[config.mk]
export PLATFORM = sky130hd
export DESIGN_NAME = memory_cycle_flat
export DESIGN_NICKNAME = d
export VERILOG_FILES = /design/src/rtl/memory_cycle_if.sv /design/src/rtl/memory_cycle.sv /design/src/flat_wrapper.sv
export SDC_FILE = /design/constraint.sdc
export NUM_CORES = 1
export LEC_CHECK = 0
export CAP_MARGIN = 5
export CELL_PAD_IN_SITES_DETAIL_PLACEMENT = 1
export CELL_PAD_IN_SITES_GLOBAL_PLACEMENT = 2
export CORE_MARGIN = 10
export CORE_UTILIZATION = 22
export DETAILED_ROUTE_END_ITERATION = 8
export PLACE_DENSITY = 0.76
export SLEW_MARGIN = 40
export SYNTH_ARGS = -nofsm -noshare
export SYNTH_HDL_FRONTEND = slang
export SYNTH_SLANG_ARGS = --single-unit
[constraint.sdc]
create_clock -name clk -period 2 [get_ports clk]
set_input_delay 0.2 -clock clk [delete_from_list [all_inputs] [get_ports clk]]
set_output_delay 0.2 -clock clk [all_outputs]
set_load 0.03 [all_outputs]
[src/rtl/memory_cycle_if.sv]
// rtl/memory_cycle_if.sv - req/ack data bus between the memory stage and data memory
interface memory_cycle_if;
  logic        mem_req;
  logic        mem_we;
  logic [31:0] mem_addr;
  logic [31:0] mem_wdata;
  logic [31:0] mem_rdata;
  logic        mem_ack;

  modport master (
    output mem_req, mem_we, mem_addr, mem_wdata,
    input  mem_rdata, mem_ack
  );

  modport slave (
    input  mem_req, mem_we, mem_addr, mem_wdata,
    output mem_rdata, mem_ack
  );
endinterface

[src/rtl/memory_cycle.sv]
// rtl/memory_cycle.sv - RISC-V memory stage: bus access with stall and timeout, MEM/WB register
module memory_cycle #(
  parameter int TIMEOUT_CYCLES = 16
) (
  input  logic                clk,
  input  logic                rst,
  input  logic                RegWriteM,
  input  logic                MemWriteM,
  input  logic                ResultSrcM,
  input  logic [4:0]          RD_M,
  input  logic [31:0]         ALU_ResultM,
  input  logic [31:0]         WriteDataM,
  input  logic [31:0]         PCPlus4M,
  memory_cycle_if.master      bus,
  output logic                StallM,
  output logic                BusErr,
  output logic                RegWriteW,
  output logic                ResultSrcW,
  output logic [4:0]          RD_W,
  output logic [31:0]         ALU_ResultW,
  output logic [31:0]         ReadDataW,
  output logic [31:0]         PCPlus4W
);

  typedef enum logic {S_IDLE = 1'b0, S_WAIT = 1'b1} state_t;

  localparam logic [7:0] CNT_LAST = 8'(TIMEOUT_CYCLES - 1);

  state_t      state_q, state_d;
  logic [7:0]  cnt_q, cnt_d;
  logic        bus_err_q, bus_err_d;
  logic        reg_write_w_q, reg_write_w_d;
  logic        result_src_w_q, result_src_w_d;
  logic [4:0]  rd_w_q, rd_w_d;
  logic [31:0] alu_result_w_q, alu_result_w_d;
  logic [31:0] read_data_w_q, read_data_w_d;
  logic [31:0] pc_plus4_w_q, pc_plus4_w_d;

  logic access, is_load, ack_v, timeout, done;

  assign access  = MemWriteM | ResultSrcM;
  // A store wins when both flags are set, so only a pure load returns data.
  assign is_load = ResultSrcM & ~MemWriteM;
  assign ack_v   = bus.mem_ack & access;
  assign timeout = (state_q == S_WAIT) && (cnt_q == CNT_LAST);
  assign done    = ~access | ack_v | timeout;

  assign bus.mem_req   = rst & access;
  assign bus.mem_we    = MemWriteM;
  assign bus.mem_addr  = {ALU_ResultM[31:2], 2'b00};
  assign bus.mem_wdata = WriteDataM;

  always_comb begin
    state_d        = state_q;
    cnt_d          = cnt_q;
    bus_err_d      = bus_err_q;
    reg_write_w_d  = reg_write_w_q;
    result_src_w_d = result_src_w_q;
    rd_w_d         = rd_w_q;
    alu_result_w_d = alu_result_w_q;
    read_data_w_d  = read_data_w_q;
    pc_plus4_w_d   = pc_plus4_w_q;

    case (state_q)
      S_IDLE: begin
        if (access && !ack_v) begin
          state_d = S_WAIT;
          cnt_d   = 8'd1;
        end
      end
      S_WAIT: begin
        if (done) begin
          state_d = S_IDLE;
          cnt_d   = 8'd0;
        end else begin
          cnt_d = cnt_q + 8'd1;
        end
      end
      default: begin
        state_d = S_IDLE;
        cnt_d   = 8'd0;
      end
    endcase

    if (done) begin
      reg_write_w_d  = RegWriteM;
      result_src_w_d = ResultSrcM;
      rd_w_d         = RD_M;
      alu_result_w_d = ALU_ResultM;
      pc_plus4_w_d   = PCPlus4M;
      read_data_w_d  = (is_load && ack_v) ? bus.mem_rdata : 32'd0;
      // Forced completion retires the instruction but flags the hung bus.
      if (access && !ack_v) begin
        bus_err_d = 1'b1;
      end
    end else begin
      reg_write_w_d  = 1'b0;
      result_src_w_d = 1'b0;
    end
  end

  always_ff @(posedge clk or negedge rst) begin
    if (!rst) begin
      state_q        <= S_IDLE;
      cnt_q          <= 8'd0;
      bus_err_q      <= 1'b0;
      reg_write_w_q  <= 1'b0;
      result_src_w_q <= 1'b0;
      rd_w_q         <= 5'd0;
      alu_result_w_q <= 32'd0;
      read_data_w_q  <= 32'd0;
      pc_plus4_w_q   <= 32'd0;
    end else begin
      state_q        <= state_d;
      cnt_q          <= cnt_d;
      bus_err_q      <= bus_err_d;
      reg_write_w_q  <= reg_write_w_d;
      result_src_w_q <= result_src_w_d;
      rd_w_q         <= rd_w_d;
      alu_result_w_q <= alu_result_w_d;
      read_data_w_q  <= read_data_w_d;
      pc_plus4_w_q   <= pc_plus4_w_d;
    end
  end

  assign StallM      = ~done;
  assign BusErr      = bus_err_q;
  assign RegWriteW   = reg_write_w_q;
  assign ResultSrcW  = result_src_w_q;
  assign RD_W        = rd_w_q;
  assign ALU_ResultW = alu_result_w_q;
  assign ReadDataW   = read_data_w_q;
  assign PCPlus4W    = pc_plus4_w_q;

endmodule
[src/flat_wrapper.sv]
// flat-port wrapper written by rule: the top's interface ports become plain ports
module memory_cycle_flat 
#(
  parameter int TIMEOUT_CYCLES = 16
)
  (clk, rst, RegWriteM, MemWriteM, ResultSrcM, RD_M, ALU_ResultM, WriteDataM, PCPlus4M, StallM, BusErr, RegWriteW, ResultSrcW, RD_W, ALU_ResultW, ReadDataW, PCPlus4W, bus_mem_req, bus_mem_we, bus_mem_addr, bus_mem_wdata, bus_mem_rdata, bus_mem_ack);
  memory_cycle_if bus_i ();
  input  logic clk;
  input  logic rst;
  input  logic RegWriteM;
  input  logic MemWriteM;
  input  logic ResultSrcM;
  input  logic [4:0] RD_M;
  input  logic [31:0] ALU_ResultM;
  input  logic [31:0] WriteDataM;
  input  logic [31:0] PCPlus4M;
  output logic StallM;
  output logic BusErr;
  output logic RegWriteW;
  output logic ResultSrcW;
  output logic [4:0] RD_W;
  output logic [31:0] ALU_ResultW;
  output logic [31:0] ReadDataW;
  output logic [31:0] PCPlus4W;
  output wire logic [$bits(bus_i.mem_req)-1:0] bus_mem_req;
  output wire logic [$bits(bus_i.mem_we)-1:0] bus_mem_we;
  output wire logic [$bits(bus_i.mem_addr)-1:0] bus_mem_addr;
  output wire logic [$bits(bus_i.mem_wdata)-1:0] bus_mem_wdata;
  input wire logic [$bits(bus_i.mem_rdata)-1:0] bus_mem_rdata;
  input wire logic [$bits(bus_i.mem_ack)-1:0] bus_mem_ack;
  assign bus_mem_req = bus_i.mem_req;
  assign bus_mem_we = bus_i.mem_we;
  assign bus_mem_addr = bus_i.mem_addr;
  assign bus_mem_wdata = bus_i.mem_wdata;
  assign bus_i.mem_rdata = bus_mem_rdata;
  assign bus_i.mem_ack = bus_mem_ack;
  memory_cycle #(.TIMEOUT_CYCLES(TIMEOUT_CYCLES)) u_core (.clk(clk), .rst(rst), .RegWriteM(RegWriteM), .MemWriteM(MemWriteM), .ResultSrcM(ResultSrcM), .RD_M(RD_M), .ALU_ResultM(ALU_ResultM), .WriteDataM(WriteDataM), .PCPlus4M(PCPlus4M), .bus(bus_i), .StallM(StallM), .BusErr(BusErr), .RegWriteW(RegWriteW), .ResultSrcW(ResultSrcW), .RD_W(RD_W), .ALU_ResultW(ALU_ResultW), .ReadDataW(ReadDataW), .PCPlus4W(PCPlus4W));
endmodule
## Yosys cells after proc, flatten, opt, wreduce, memory -nomap -nowiden

Index checks and enable logic that the tools add are counted.

| storage, ports and cells | value |
|---|---|
| output and inout port bits | 171 |
| register bits | 113 |
| bits of input ports | 139 |

| cells by class | value |
|---|---|
| add/sub/neg operators | 1 |
| bitwise logic cells | 10 |
| reductions and logical operators | 5 |
| equality and inequality tests | 2 |
| muxes and demuxes | 9 |

Operators by type and width:

| operator | number |
|---|---|
| 32-bit 2-to-1 mux | 1 |
| 8-bit 2-to-1 mux | 2 |
| 8-bit case mux with 2 select lines | 1 |
| 8-bit by 1-bit adder with 8-bit output, second input constant | 1 |
| 8-bit by 4-bit == test with 1-bit output, second input constant | 1 |
| 1-bit 2-to-1 mux | 4 |
| 1-bit NOT | 4 |
| 1-bit bitwise AND | 3 |
| 1-bit logical AND | 3 |
| 1-bit bitwise OR | 3 |
| 2-bit by 1-bit != test with 1-bit output, second input constant | 1 |
| 1-bit case mux with 2 select lines | 1 |
| 2-bit AND reduction | 1 |
| 1-bit logical NOT | 1 |

## Logic depth before layout (Yosys ltp)

| depth | value |
|---|---|
| word-level depth | 6 |
| gate-level depth with buffers | 7 |
| mapped depth without buffers | 5 |

## Worst setup path after synthesis

OpenSTA, ideal clock, no wires.

| path | value |
|---|---|
| path type | register -> register |
| start point | reg u_core.cnt_q[0] |
| end point | reg u_core.alu_result_w_q[0], in the netlist u_core.ALU_ResultW[0] |
| setup slack | 213 ps |
| stages on the path, launching flop included | 7 |
| required time | 1875 ps |
| arrival time | 1662 ps |
| setup time | 125 ps |
| path buffers | 2 |
| cells stage by stage | dfrtp_1 ha_1 and4b_1 a21oi_2 buf_4 buf_6 mux2_4 |

| on the way | value |
|---|---|
| word-level cells in the longest chain between the ends | 3 |

RTL lines:

| element | RTL line | source |
|---|---|---|
| from (decl) | memory_cycle.sv:30 | `logic [7:0] cnt_q, cnt_d;` |
| from (signal assigned) | memory_cycle.sv:115 | `cnt_q <= cnt_d;` |
| 8-bit by 4-bit == test with 1-bit output | memory_cycle.sv:45 | `assign timeout = (state_q == S_WAIT) && (cnt_q == CNT_LAST);` |
| 1-bit logical AND | memory_cycle.sv:45 |  |
| 1-bit bitwise OR | memory_cycle.sv:46 | `assign done = ~access \| ack_v \| timeout;` |
| to (signal assigned) | memory_cycle.sv:120 | `alu_result_w_q <= alu_result_w_d;` |
| to (decl) | memory_cycle.sv:35 | `logic [31:0] alu_result_w_q, alu_result_w_d;` |

Every way passes these cells.
A chain may end at the register's enable or synchronous reset.

## Worst setup path in the final report

| path | value |
|---|---|
| start point | reg u_core.cnt_q[1] |
| end point | out StallM |

| on the way | value |
|---|---|
| word-level cells in the longest chain between the ends | 4 |

RTL lines:

| element | RTL line | source |
|---|---|---|
| 8-bit by 4-bit == test with 1-bit output | memory_cycle.sv:45 |  |
| 1-bit logical AND | memory_cycle.sv:45 |  |
| 1-bit bitwise OR | memory_cycle.sv:46 |  |
| 1-bit NOT | memory_cycle.sv:126 | `assign StallM = ~done;` |
| to (decl) | flat_wrapper.sv:17 | `output logic StallM;` |

Every way passes these cells.

==> impl_metrics.yaml <==
synthesis:
  synth_flop_cell: "dfrtp_1"
  synth_xor_area_share_pct: 0
  yosys.area_share.simple_pct: 3.17
  syn_area_um2: 5010
  yosys_warnings: 0
  synth_compound_area_share_pct: 8.44
  syn_inst: 345
  yosysSeqAreaShare_pct: 56.5
  async_reset_ff_share_pct: 100
  synth_edf_count: 0
  yosysTopAreaCell: "dfrtp_1"
  synth_top_family_by_area: "multiplexers"
  synth_mux_area_share_pct: 19.4
  syn_avg_cell_area_um2: 14.5
  yosys.area.top_type_share_pct: 56.5
  synthAdderAreaFrac_pct: 0.250
  synth_area_leaders: "dfrtp_1 (56%), mux2_4 (15%), buf_4 (10%), a22o_1 (5.6%), mux2_2 (4.7%)"
  synth_seq_cells: 113
  synth_cell_types: 35
pwr:
  p_leak_nw: 3.56
  peakVddDrop_v: 0.000456
  p_per_area_nw_per_um2: 908
  total_power_mw: 7.48
finish:
  multi_input_area_um2: 1590
  final_cell_count_no_fill: 860
  fillers: 2373
  antenna_cells: 0
  syn2layout_area_growth_pct: 64.5
  drive_gt1_share_pct: 25.4
  nets: 702
  register_area_um2: 2830
setup_path:
  rr_startpoint: "u_core.cnt_q[1]$_DFFE_PN0P_"
  cp_data_arrival_time_ns: 1.78
  critPathKind: "reg2out"
  cp_data_required_time_ns: 1.80
  reg2regPathDepth: 7
  startpoint_type: "flop"
  cp_cell_sequence: "ha_2 -> and4b_2 -> a21oi_4 -> buf_6 -> buf_12 -> buf_8"
  max_stage_delay_ns: 0.40
  worst_path_max_delay_cell: "dfrtp_1"
  r2r_end: "u_core.PCPlus4W[0]$_DFFE_PN0P_"
  cp-end-kind: "output port"
  crit_start: "u_core.cnt_q[1]$_DFFE_PN0P_"
  r2r_slack_ns: 0.07
  cp_max_fo: 3
  critical_path.endpoint: "StallM"
die:
  pin_count: 310
  row_count: 55
  core_um2: 22500
  design.die.area_um2: 29200
  dieHeight_um: 171
  initial_core_util_pct: 22.3
  fp.dieW_um: 171
sta:
  finClkSkew_ns: 0.00950
  min_period_ns: 1.98
  post-route-period-util_pct: 99.0
  rsz0062_at_grt: "yes"
  final-max-slew-violation-count: 0
  fmax_mhz: 505
  slew_headroom_pct: 64.3
  worstMarginPinSlew_ns: 0.536
  finalSetupViolations: 0
  hold_viol_final: 0
detailed_routing:
  wl_per_cell_um: 19.9
  drc: 0
  first_pass_iters: 3
  initialDrtViolationCount: 171
  vias: 3575
  ant_nets: 0
  via_per_inst: 4.16
  routed_wl_um: 17100
run:
  timing.max_cap.violations: 0
min_path:
  hold_path.class: "in2reg"
  min_from: "RegWriteM"
grt:
  met2_usage_pct: 19.9
  grt_overflow: 0
  met3_usage_pct: 5.67
  busiest_layer: "met2"
  antenna_found_initial: 1
  grt_pass1_wl_um: 25000
  use_met1_pct: 11.3
  grt_max_degree: 58
  grt_pass1_vias: 4045
  track_usage_pct: 11.2
clock_tree:
  clk_latency_ns: 0.40
  cts_tree: "done"
  clock_sinks: 113
  clock-root-buffer: "clkbuf_16"
  cts_buffer_depth: 2
  numCtsBuffers: 17
  cts.clk_slew.worst_paths_ns: 0.06
  cts_max_level: 4
placement:
  hpwl_um: 13000
  place.gp.congestion: 0.759
  dp_cells: 813
  port_buffers: 243
outcome:
  status: "finished clean"
==> worst min-delay path by stage <==
stage / endpoint / slack (ns) / depth (start not counted)
after floorplan: u_core.ALU_ResultW[0]$_DFFE_PN0P_ / -0.1 / 0
after global placement: bus_mem_wdata[21] / 0.40 / 0
after detailed placement: bus_mem_wdata[21] / 0.40 / 0
after CTS: u_core.ALU_ResultW[14]$_DFFE_PN0P_ / 0.04 / 2
after global routing: u_core.RegWriteW$_DFF_PN0_ / 0.36 / 2
final: u_core.RegWriteW$_DFF_PN0_ / 0.36 / 2
==> Yosys cell counts (all sizes together), types with 2 or more instances <==
cell / count
a21oi: 3
a22o: 32
a31oi: 3
a32o: 3
and4: 2
buf: 77
clkbuf: 5
dfrtp: 113
inv: 2
mux2: 70
nand2: 6
nand2b: 2
nand3: 5
nor2: 2
nor2b: 2
o21bai: 2
o22ai: 2
==> per-stage QoR <==
step | util, % | TNS, ns | cell area (um2) | worst slack, ns | hold slack [ns]
after floorplan | - | 0 | 5010 | 0.213 | -0.0956
after global placement | 32.9 | 0 | 7390 | 0.0666 | 0.400
after detailed placement | 32.9 | 0 | 7390 | 0.00614 | 0.400
after CTS | 36.3 | 0 | 8170 | 0.00534 | 0.0444
after global routing | 36.6 | -0.0438 | 8240 | -0.0433 | 0.359
final | 36.6 | 0 | 8240 | 0.0192 | 0.359
==> worst max-delay path, delay by kind of cell (launching register included) <==
family                   cells  cell delay, ns
flip-flops                   1            0.40
buffers and inverters        3            0.34
AND/OR/NAND/NOR              1            0.24
adder cells (fa/ha/maj)      1            0.20
AO/OA/AOI/OAI                1            0.20
==> cells by family after synthesis <==
group / Yosys count
compound gates: 51
fa+ha+maj: 1
buf+inv: 84
flops: 113
mux: 70
other cells: 1
simple gates: 25
==> area by class of cell <==
class / instances / area share [%]
Timing Repair Buffer: 279 / 34.3
Clock inverter: 15 / 2.52
Clock buffer: 17 / 5.16
Multi-Input combinational cell: 149 / 19.2
Tap cell: 285 / 4.33
Inverter: 2 / 0.0911
Sequential cell: 113 / 34.3
==> placed cells by master (no fill, tap or decap), types with 2 or more instances in the layout <==
master	n
dfrtp_1	113
clkbuf_16	17
nand3_1	5
nand2_1	6
a31oi_1	3
mux2_4	49
a22o_1	32
conb_1	2
clkinvlp_4	4
nor2b_1	2
mux2_2	21
a32o_1	3
o21bai_1	2
buf_6	5
buf_4	26
bufinv_16	4
inv_6	3
nand2b_1	2
nor2_1	2
clkinv_4	3
and4_1	2
inv_1	2
clkdlybuf4s50_1	240
buf_12	3
buf_16	2
o22ai_1	2
a21oi_1	2
==> metal layers <==
layer | up-vias | wire (um)
met2 | 169 | 8790
met4 | 2 | 195
li1 | 1600 | -
met1 | 1774 | 6240
met5 | - | 13
met3 | 30 | 1910
==> what timing repair did <==
action                                  CTS  global route
resized for setup                         5             4
endpoints found under the setup margin    2            35
buffers inserted                          6             5
pin swaps                                 1             3
gates cloned                              3             0
hold endpoints to repair                  0            55
hold buffers                              0             1
==> state kept, by name, indices dropped and copies added, names as in the netlist <==
signal,cells
u_core.ReadDataW,32
u_core.RegWriteW,1
u_core.PCPlus4W,32
u_core.state_q,1
u_core.cnt_q,8
u_core.BusErr,1
u_core.ALU_ResultW,32
u_core.ResultSrcW,1
u_core.RD_W,5
==> power breakdown <==
| part | total [mW] | internal (mW) | leakage [nW] | switching, mW |
|---|---|---|---|---|
| clock | 3.24 | 2.10 | 0.296 | 1.14 |
| sequential | 2.58 | 2.47 | 1.40 | 0.107 |
| combinational | 1.66 | 0.846 | 1.86 | 0.818 |
No activity file was read; power rests on OpenSTA's default activity.
